--- src/rtl/mmio_uart_tx_pkg.sv ---
// Shared definitions for the memory-mapped UART transmitter: register
// indices, STATUS bit positions and the transmit FSM state encoding.
package mmio_uart_tx_pkg;

  localparam logic [1:0] UART_REG_TXDATA  = 2'd0;
  localparam logic [1:0] UART_REG_STATUS  = 2'd1;
  localparam logic [1:0] UART_REG_DIVISOR = 2'd2;

  localparam int UART_STATUS_BUSY      = 0;
  localparam int UART_STATUS_FULL      = 1;
  localparam int UART_STATUS_EMPTY     = 2;
  localparam int UART_STATUS_OVERFLOW  = 3;
  localparam int UART_STATUS_COUNT_LSB = 8;

  typedef enum logic [1:0] {
    TX_IDLE  = 2'd0,
    TX_START = 2'd1,
    TX_DATA  = 2'd2,
    TX_STOP  = 2'd3
  } tx_state_e;

endpackage

--- src/rtl/mmio_uart_tx_sync_fifo.sv ---
// Synchronous FIFO with occupancy count. A push into a full FIFO is still
// accepted when a pop happens in the same cycle.
module sync_fifo #(
  parameter int WIDTH = 8,
  parameter int DEPTH = 8
) (
  input  logic                       clk,
  input  logic                       rst,
  input  logic                       push,
  input  logic [WIDTH-1:0]           din,
  input  logic                       pop,
  output logic [WIDTH-1:0]           dout,
  output logic                       full,
  output logic                       empty,
  output logic [$clog2(DEPTH):0]     count
);

  localparam int AW = $clog2(DEPTH);

  logic [WIDTH-1:0] mem [DEPTH];
  logic [AW-1:0]    wr_ptr;
  logic [AW-1:0]    rd_ptr;
  logic [AW:0]      cnt;
  logic             do_push;
  logic             do_pop;

  assign full    = (cnt == (AW+1)'(DEPTH));
  assign empty   = (cnt == '0);
  assign count   = cnt;
  assign dout    = mem[rd_ptr];
  assign do_pop  = pop && !empty;
  assign do_push = push && (!full || do_pop);

  always_ff @(posedge clk) begin
    if (rst) begin
      wr_ptr <= '0;
      rd_ptr <= '0;
      cnt    <= '0;
    end else begin
      if (do_push) wr_ptr <= wr_ptr + 1'b1;
      if (do_pop)  rd_ptr <= rd_ptr + 1'b1;
      case ({do_push, do_pop})
        2'b10:   cnt <= cnt + 1'b1;
        2'b01:   cnt <= cnt - 1'b1;
        default: cnt <= cnt;
      endcase
    end
  end

  // Storage is not reset; the pointers alone define which entries are valid.
  always_ff @(posedge clk) begin
    if (do_push) mem[wr_ptr] <= din;
  end

endmodule

--- src/rtl/mmio_uart_tx.sv ---
// Memory-mapped 8N1 UART transmitter sitting beside dmem on the data bus:
// register decode, sticky overflow, divisor register and the serializer FSM.
module mmio_uart_tx
  import mmio_uart_tx_pkg::*;
#(
  parameter int FIFO_DEPTH = 8,
  parameter int DIV_WIDTH  = 16,
  parameter int DIV_RESET  = 434
) (
  input  logic        clk,
  input  logic        rst,
  input  logic        sel,
  input  logic        read,
  input  logic [3:0]  writeb,
  input  logic [1:0]  addr,
  input  logic [31:0] wdata,
  output logic [31:0] rdata,
  output logic        tx
);

  localparam int CW = $clog2(FIFO_DEPTH) + 1;

  tx_state_e            state, state_nx;
  logic [DIV_WIDTH-1:0] divisor, divisor_nx;
  logic [DIV_WIDTH-1:0] bit_cnt, bit_cnt_nx;
  logic [2:0]           bit_idx, bit_idx_nx;
  logic [7:0]           shift, shift_nx;
  logic                 tx_nx;
  logic                 bit_done;

  logic                 fifo_pop;
  logic                 fifo_full;
  logic                 fifo_empty;
  logic [7:0]           fifo_dout;
  logic [CW-1:0]        fifo_count;

  logic                 overflow;
  logic                 txdata_wr;
  logic                 status_clr;
  logic                 push_drop;
  logic                 busy;
  logic [31:0]          rd_word;
  logic                 unused_bits;

  assign unused_bits = ^{wdata[31:16], writeb[3:2]};

  assign txdata_wr  = sel && writeb[0] && (addr == UART_REG_TXDATA);
  assign status_clr = sel && writeb[0] && (addr == UART_REG_STATUS) && wdata[3];
  assign push_drop  = txdata_wr && fifo_full && !fifo_pop;
  assign busy       = (state != TX_IDLE) || !fifo_empty;
  assign bit_done   = (bit_cnt == '0);

  sync_fifo #(
    .WIDTH (8),
    .DEPTH (FIFO_DEPTH)
  ) u_fifo (
    .clk   (clk),
    .rst   (rst),
    .push  (txdata_wr),
    .din   (wdata[7:0]),
    .pop   (fifo_pop),
    .dout  (fifo_dout),
    .full  (fifo_full),
    .empty (fifo_empty),
    .count (fifo_count)
  );

  always_comb begin
    divisor_nx = divisor;
    if (sel && (addr == UART_REG_DIVISOR)) begin
      for (int i = 0; i < DIV_WIDTH && i < 16; i++) begin
        if (writeb[i/8]) divisor_nx[i] = wdata[i];
      end
    end
  end

  always_comb begin
    rd_word = '0;
    case (addr)
      UART_REG_STATUS: begin
        rd_word[UART_STATUS_BUSY]              = busy;
        rd_word[UART_STATUS_FULL]              = fifo_full;
        rd_word[UART_STATUS_EMPTY]             = fifo_empty;
        rd_word[UART_STATUS_OVERFLOW]          = overflow;
        rd_word[UART_STATUS_COUNT_LSB +: CW]   = fifo_count;
      end
      UART_REG_DIVISOR: rd_word[DIV_WIDTH-1:0] = divisor;
      default:          rd_word = '0;
    endcase
  end

  // An overflow in the same cycle as a clear leaves the flag set.
  always_ff @(posedge clk) begin
    if (rst) begin
      divisor  <= DIV_WIDTH'(DIV_RESET);
      overflow <= 1'b0;
      rdata    <= '0;
    end else begin
      divisor <= divisor_nx;
      if (push_drop)       overflow <= 1'b1;
      else if (status_clr) overflow <= 1'b0;
      if (sel && read)     rdata <= rd_word;
    end
  end

  always_ff @(posedge clk) begin
    if (rst) begin
      state   <= TX_IDLE;
      bit_cnt <= '0;
      bit_idx <= '0;
      shift   <= '0;
      tx      <= 1'b1;
    end else begin
      state   <= state_nx;
      bit_cnt <= bit_cnt_nx;
      bit_idx <= bit_idx_nx;
      shift   <= shift_nx;
      tx      <= tx_nx;
    end
  end

  // Every bit slot lasts DIVISOR+1 cycles; the counter reloads from the live
  // divisor at each boundary so a mid-frame change lands on the next bit.
  always_comb begin
    state_nx   = state;
    bit_cnt_nx = bit_cnt;
    bit_idx_nx = bit_idx;
    shift_nx   = shift;
    fifo_pop   = 1'b0;
    case (state)
      TX_IDLE: begin
        if (!fifo_empty) begin
          fifo_pop   = 1'b1;
          shift_nx   = fifo_dout;
          bit_cnt_nx = divisor;
          state_nx   = TX_START;
        end
      end
      TX_START: begin
        if (bit_done) begin
          bit_cnt_nx = divisor;
          bit_idx_nx = '0;
          state_nx   = TX_DATA;
        end else begin
          bit_cnt_nx = bit_cnt - 1'b1;
        end
      end
      TX_DATA: begin
        if (bit_done) begin
          bit_cnt_nx = divisor;
          if (bit_idx == 3'd7) begin
            state_nx = TX_STOP;
          end else begin
            shift_nx   = shift >> 1;
            bit_idx_nx = bit_idx + 1'b1;
          end
        end else begin
          bit_cnt_nx = bit_cnt - 1'b1;
        end
      end
      TX_STOP: begin
        if (bit_done) begin
          if (!fifo_empty) begin
            fifo_pop   = 1'b1;
            shift_nx   = fifo_dout;
            bit_cnt_nx = divisor;
            state_nx   = TX_START;
          end else begin
            state_nx = TX_IDLE;
          end
        end else begin
          bit_cnt_nx = bit_cnt - 1'b1;
        end
      end
      default: state_nx = TX_IDLE;
    endcase

    case (state_nx)
      TX_START: tx_nx = 1'b0;
      TX_DATA:  tx_nx = shift_nx[0];
      default:  tx_nx = 1'b1;
    endcase
  end

endmodule

--- config.mk ---
export PLATFORM = sky130hd
export DESIGN_NAME = mmio_uart_tx
export DESIGN_NICKNAME = d
export VERILOG_FILES = /design/src/rtl/mmio_uart_tx_pkg.sv /design/src/rtl/mmio_uart_tx_sync_fifo.sv /design/src/rtl/mmio_uart_tx.sv
export SDC_FILE = /design/constraint.sdc
export NUM_CORES = 1
export LEC_CHECK = 0
export CORE_MARGIN = 10
export CORE_UTILIZATION = 40
export DETAILED_ROUTE_END_ITERATION = 8
export GPL_ROUTABILITY_DRIVEN = 1
export GPL_TIMING_DRIVEN = 0
export PLACE_DENSITY_LB_ADDON = 0.3
export SETUP_SLACK_MARGIN = 0.5
export SYNTH_ARGS = -nofsm -noshare
export SYNTH_HDL_FRONTEND = slang
export SYNTH_HIERARCHICAL = 1
export SYNTH_SLANG_ARGS = --single-unit
--- constraint.sdc ---
create_clock -name clk -period 6.71 [get_ports clk]
set_input_delay 1.0065 -clock clk [delete_from_list [all_inputs] [get_ports clk]]
set_output_delay 1.0065 -clock clk [all_outputs]
set_load 0.01 [all_outputs]
======== Word-level counts from Yosys, hierarchy flattened ========
Memories as Yosys holds them, arrays and structs flattened. A register that Yosys moved wholly into a read port is not among the register bits.
Index checks and enable logic that the tools add are counted.
storage, ports and cells
  register bits ........................... 73
  RAM bits ................................ 64
  input port bits ......................... 42
  output and inout port bits .............. 33
  word-level logic and storage cells ...... 99
  memories ................................ 1
cells by class
  $add $sub $neg .......................... 6
  eq/ne operators ......................... 15
  multiplexer cells ....................... 35
  reduce and logical (&&, ||, !) cells .... 29
memories
  name        words  bits a word  read ports  clocked after memory_dff  wr ports  RTL line                      text
  u_fifo.mem  8      8            1           1                         1         mmio_uart_tx_sync_fifo.sv:20  logic [WIDTH-1:0] mem [DEPTH];
operator list
  cell                     number
  $mux W16                 3
  $pmux W16 S3             1
  $mux W8                  4
  $pmux W4 S2              3
  $pmux W8 S3              1
  $logic_not A16 Y1        1
  $sub A16 B1 Y16 const B  1
  $mux W3                  5
  $eq A2 B2 Y1 const B     5
  $logic_and A1 B1 Y1      10
  $mux W2                  5
  $add A3 B1 Y3 const B    3
  $eq A2 B1 Y1 const B     4
  $mux W4                  2
  $ne A2 B2 Y1 const B     4
  $pmux W2 S4              1
  $reduce_and A4 Y1        2
  $reduce_bool A2 Y1       4
  $mux W1                  7
  $pmux W3 S2              1
  $add A4 B1 Y4 const B    1
  $eq A4 B4 Y1 const B     1
  $logic_not A2 Y1         2
  $logic_not A4 Y1         1
  other kinds (8)          13

======== Longest topological paths before layout ========
  depth in word-level cells ............... 9
  gate-level depth with buffers ........... 16
  gate-level depth less buffers ........... 14

======== Cells and area by module ========
The synthesis kept the hierarchy.
modules (own cells, without submodules)
  module        times used  cells each  area each (um^2)  sequential area each (um^2)
  mmio_uart_tx  1           476         3,858.7           1,261.2
  sync_fifo     1           176         3,203.1           2,182.1

======== Least setup slack after synthesis ========
OpenSTA, ideal clock, no wires.
  path type ............................... flip-flop to flip-flop
  from .................................... reg bit_cnt[0]
  to ...................................... mem u_fifo.mem[0][0] (enable)
  setup time .............................. 0.395 ns
  arrival time ............................ 3.135 ns
  required time ........................... 6.315 ns
  path slack .............................. 3.180 ns
  cell stages (with the launch flop) ...... 12
  path buffers ............................ 2
  clock period less this slack ............ 3.530 ns
  cell sequence ........................... dfxtp_1 inv_1 ha_1 nor4b_2 and4_1 buf_4 buf_2 a21oi_1 nor3_1 nand2b_1 o21ai_4 nor4_1
on the way
  cells in the longest elaborated chain, start to end .. 8
RTL lines
  what                           RTL line                      text
  start, declared                mmio_uart_tx.sv:25            logic [DIV_WIDTH-1:0] bit_cnt, bit_cnt_nx;
  start signal, assigned         mmio_uart_tx.sv:115           bit_cnt <= bit_cnt_nx;
  $logic_not A16 Y1              mmio_uart_tx.sv:51            assign bit_done = (bit_cnt == '0);
  $mux W1                        mmio_uart_tx.sv:162           if (bit_done) begin
  $pmux W1 S2                    mmio_uart_tx.sv:130           case (state)
  named net fifo_pop             mmio_uart_tx.sv:31            logic fifo_pop;
  $logic_and A1 B1 Y1            mmio_uart_tx_sync_fifo.sv:31  assign do_pop = pop && !empty;
  $logic_or A1 B1 Y1             mmio_uart_tx_sync_fifo.sv:32  assign do_push = push && (!full || do_pop);
  $logic_and A1 B1 Y1            mmio_uart_tx_sync_fifo.sv:32
  $mux W1                        mmio_uart_tx_sync_fifo.sv:52  if (do_push) mem[wr_ptr] <= din;
  $mux W1 (implied by the code)  mmio_uart_tx_sync_fifo.sv:52
  end, declared                  mmio_uart_tx_sync_fifo.sv:20
The timed path passes the listed nets, and every way through them passes these cells.

======== Worst setup path after layout ========
  from .................................... reg u_fifo.cnt[1] (netlist: u_fifo/count[1])
  to ...................................... reg u_fifo.cnt[3] (netlist: u_fifo/count[3])
on the way
  cells in the longest elaborated chain, start to end .. 9
  elaborated cells on any way between the ends .. 16
  those cells by class .................... 2 x add/sub; 3 x eq/ne; 4 x mux; 7 x reduce/logical
RTL lines
  what                                               RTL line                                  text
  start, declared                                    mmio_uart_tx_sync_fifo.sv:23              logic [AW:0] cnt;
  start signal, assigned                             mmio_uart_tx_sync_fifo.sv:43              2'b10: cnt <= cnt + 1'b1;
  start signal, assigned                             mmio_uart_tx_sync_fifo.sv:44              2'b01: cnt <= cnt - 1'b1;
  start signal, assigned                             mmio_uart_tx_sync_fifo.sv:45              default: cnt <= cnt;
  $logic_not A4 Y1 (*)                               mmio_uart_tx_sync_fifo.sv:28              assign empty = (cnt == '0);
  named net fifo_empty                               mmio_uart_tx.sv:33                        logic fifo_empty;
  $mux W1 (*)                                        mmio_uart_tx.sv:132, mmio_uart_tx.sv:163
  $mux W1                                            mmio_uart_tx.sv:162
  $pmux W1 S2 (*)                                    mmio_uart_tx.sv:130
  named net fifo_pop                                 mmio_uart_tx.sv:31
  $logic_and A1 B1 Y1 (*)                            mmio_uart_tx_sync_fifo.sv:31
  $logic_or A1 B1 Y1                                 mmio_uart_tx_sync_fifo.sv:32
  $logic_and A1 B1 Y1                                mmio_uart_tx_sync_fifo.sv:32
  $eq A2 B1 Y1 or $eq A2 B2 Y1 (tied branches)       mmio_uart_tx_sync_fifo.sv:42              case ({do_push, do_pop})
  $pmux W4 S2 or $reduce_bool A2 Y1 (tied branches)  --
Mark *: on every way through the listed nets, which the timed path passes. The rest lies on a longest branch.
A chain may end at the register's enable or synchronous reset.

==> impl_metrics.json <==
{
  "status": "finished, final reports clean",
  "cts_sinks": 140,
  "drt-wirelength-per-cell_um": 18.9,
  "synth-seq-cells": 140,
  "tightestPinTransition_ns": 1.31,
  "dr.pass1.iters": 6,
  "cts_resized": 0,
  "yosys.area.top_type": "edfxtp_1",
  "yosysWarningCount": 6,
  "maxCapViolations": 0,
  "dr.first_iter.drc_count": 520,
  "die_w_um": 153,
  "drc_errors": 0,
  "start_util_pct": 40.8,
  "utilization_pct": 48.5,
  "clockBufferDepth": 2,
  "powerDensity_nw_per_um2": 230,
  "clkSlewWorstSetupHoldPaths_ns": 0.06,
  "ys.flop_type": "dfxtp_1",
  "maxSlewViolCount": 0,
  "drive_above_1_share_pct": 13.0,
  "synth_edf_count": 64,
  "synth_area_um2": 7060,
  "hpwl_mm": 13.2,
  "grt-ovfl-total": 0,
  "worst_clock_skew_ns": 0.00911,
  "rsz0062_at_grt": "no",
  "min_period_ns": 4.54,
  "die_y_um": 153,
  "netlist_instances": 652,
  "p_leak_nw": 3.13,
  "path_class": "reg -> reg",
  "ff_latch_area_um2": 3440,
  "place_ws_ns": 2.20,
  "fmax_mhz": 220,
  "slew_headroom_pct": 12.2,
  "start_kind": "register",
  "crit_fanout": 10,
  "min_path_type": "reg -> reg",
  "synth_area_per_cell_um2": 10.8,
  "final_cell_mix": "dfxtp_1 (76), edfxtp_1 (64), nand2_1 (55), nor2_1 (47), clkdlybuf4s50_1 (40)",
  "fin_crit_sh_pct": 67.7,
  "cp.required_ns": 7.06,
  "fillerInstances": 1545,
  "critPathCaptureType": "register",
  "synth_top_area_share_pct": 27.2,
  "drtAntennaViolNets": 0,
  "hold_slack_ns": 0.453,
  "final_common_cell": "dfxtp_1",
  "hold_buffers": 0,
  "totalWireLength_mm": 18.3,
  "coreArea_um2": 17300,
  "async_flop_share_pct": 0,
  "antenna_found_initial": 0,
  "cts_tree": "yes",
  "area_growth_pct": 18.9,
  "grt_max_degree": 17,
  "numCtsBuffers": 17,
  "n_antenna_cell": 0,
  "synth_area_leaders": "edfxtp_1 (27%), dfxtp_1 (22%), mux4_1 (3.7%)",
  "cts_setup_buffers": 0,
  "place_area_um2": 7810,
  "grt_pass1_vias": 5628,
  "yosysSeqAreaShare_pct": 48.8,
  "setup-tns-final_ns": 0,
  "grt_usage_pct": 15.7,
  "grt_pass1_wl_mm": 29.7,
  "rows": 48,
  "htree_levels": 4,
  "nets": 787,
  "postLayoutSetupSlackWorst_ns": 2.17,
  "io_buffers": 40,
  "root_buffer": "clkbuf_16",
  "io_pins": 75,
  "die-area_um2": 23400,
  "num_vias": 5497,
  "multi_input_area_um2": 3280,
  "clk_latency_ns": 0.43,
  "ys_types": 67,
  "finalHoldViolCount": 0,
  "setup_viol": 0,
  "arrival_ns": 4.90,
  "post_drt_via_cell_ratio": 5.70,
  "globalplace.congestion": 0.912,
  "design_area_um2": 8390,
  "irDropWorstVdd_uv": 154
}
-- worst max-delay path: stages, from the launching register on --
cell and delay [ns]:
dfxtp_1 0.39, or3_1 0.41, buf_6 0.14, nor2_1 0.46
clkbuf_1 0.51, buf_1 0.64, nor3_1 0.32, o21ai_2 0.17
or2_2 0.17, inv_1 0.06, ha_1 0.32, a21oi_1 0.28
nor4bb_1 0.32, o21bai_1 0.13, a31oi_1 0.13
-- worst paths after layout --
check / end / depth (start not counted) / from / slack [ns]
setup / recovery: u_fifo/count[3]$_SDFFE_PP0P_ / 14 / u_fifo/count[1]$_SDFFE_PP0P_ / 2.17
hold / removal: rdata[13]$_SDFFE_PP0P_ / 2 / rdata[13]$_SDFFE_PP0P_ / 0.45
setup reg to reg: u_fifo/count[3]$_SDFFE_PP0P_ / 14 / u_fifo/count[1]$_SDFFE_PP0P_ / 2.17
hold reg to reg: rdata[13]$_SDFFE_PP0P_ / 2 / rdata[13]$_SDFFE_PP0P_ / 0.45
-- state kept, by name, indices dropped and copies added (netlist names), 3 cells and up, named ones only --
name / count
bit_idx: 3
shift: 8
u_fifo/wr_ptr: 3
divisor: 16
u_fifo/mem: 64
u_fifo/count: 4
rdata: 16
u_fifo/rd_ptr: 3
bit_cnt: 16
-- per-stage QoR --
stage | power [mW] | cells
after floorplan | 0.988 | 667
after global routing | 1.99 | 965
final | 1.93 | 965
after CTS | 1.94 | 965
after global placement | 1.03 | 932
after detailed placement | 1.03 | 933
-- Yosys cell counts (all sizes together), types with 4 or more instances --
master   n
or4      9
a21oi   41
nand4b   4
mux4    16
a22o    18
o211ai   4
a211oi   4
edfxtp  64
and3     4
mux2    17
buf     35
nand3   27
nor4     6
mux2i   20
o21ai   26
ha      17
clkbuf  26
nor3    17
xnor2    6
a22oi   19
a221o    5
o22ai    4
dfxtp   76
nand2b   5
xor2    10
inv     15
nor2    47
nand2   55
nand4    6
and2     5
-- area by class of cell --
type	instances	area share, %
clock buffers	17	5.07
multi-input cells	451	39.1
repair buffers	41	4.86
clock inverters	15	1.71
inverters	15	0.671
flip-flops and latches	140	41.0
well taps	225	3.35
plain buffers	61	4.22
-- layer usage --
| layer | track usage (%) | up-vias | part of all wire (%) |
|---|---|---|---|
| li1 | - | 2572 | - |
| met1 | 19.5 | 2674 | 44 |
| met2 | 25.0 | 213 | 47 |
| met3 | 4.01 | 38 | 6.5 |
| met4 | 7.22 | 0 | 2.5 |
| met5 | 0 | - | 0 |
-- kinds of logic after synthesis --
logic type,after synthesis,synth area share [%]
AOI/OAI and AO/OA,145,14.2
and+or+nand+nor,203,14.7
xor gates and xnor gates,16,1.98
muxes,53,11.2
adders and majority gates,18,3.30
other,1,0.0531
buffers and inverters,76,5.81
DFF,140,48.8
-- power by group --
group / switching, mW / internal [mW]
registers: 0.00676 / 0.897
logic: 0.0693 / 0.0456
clock network: 0.370 / 0.545
total: 0.446 / 1.49
Note: power is estimated with default switching activity, not from simulation.
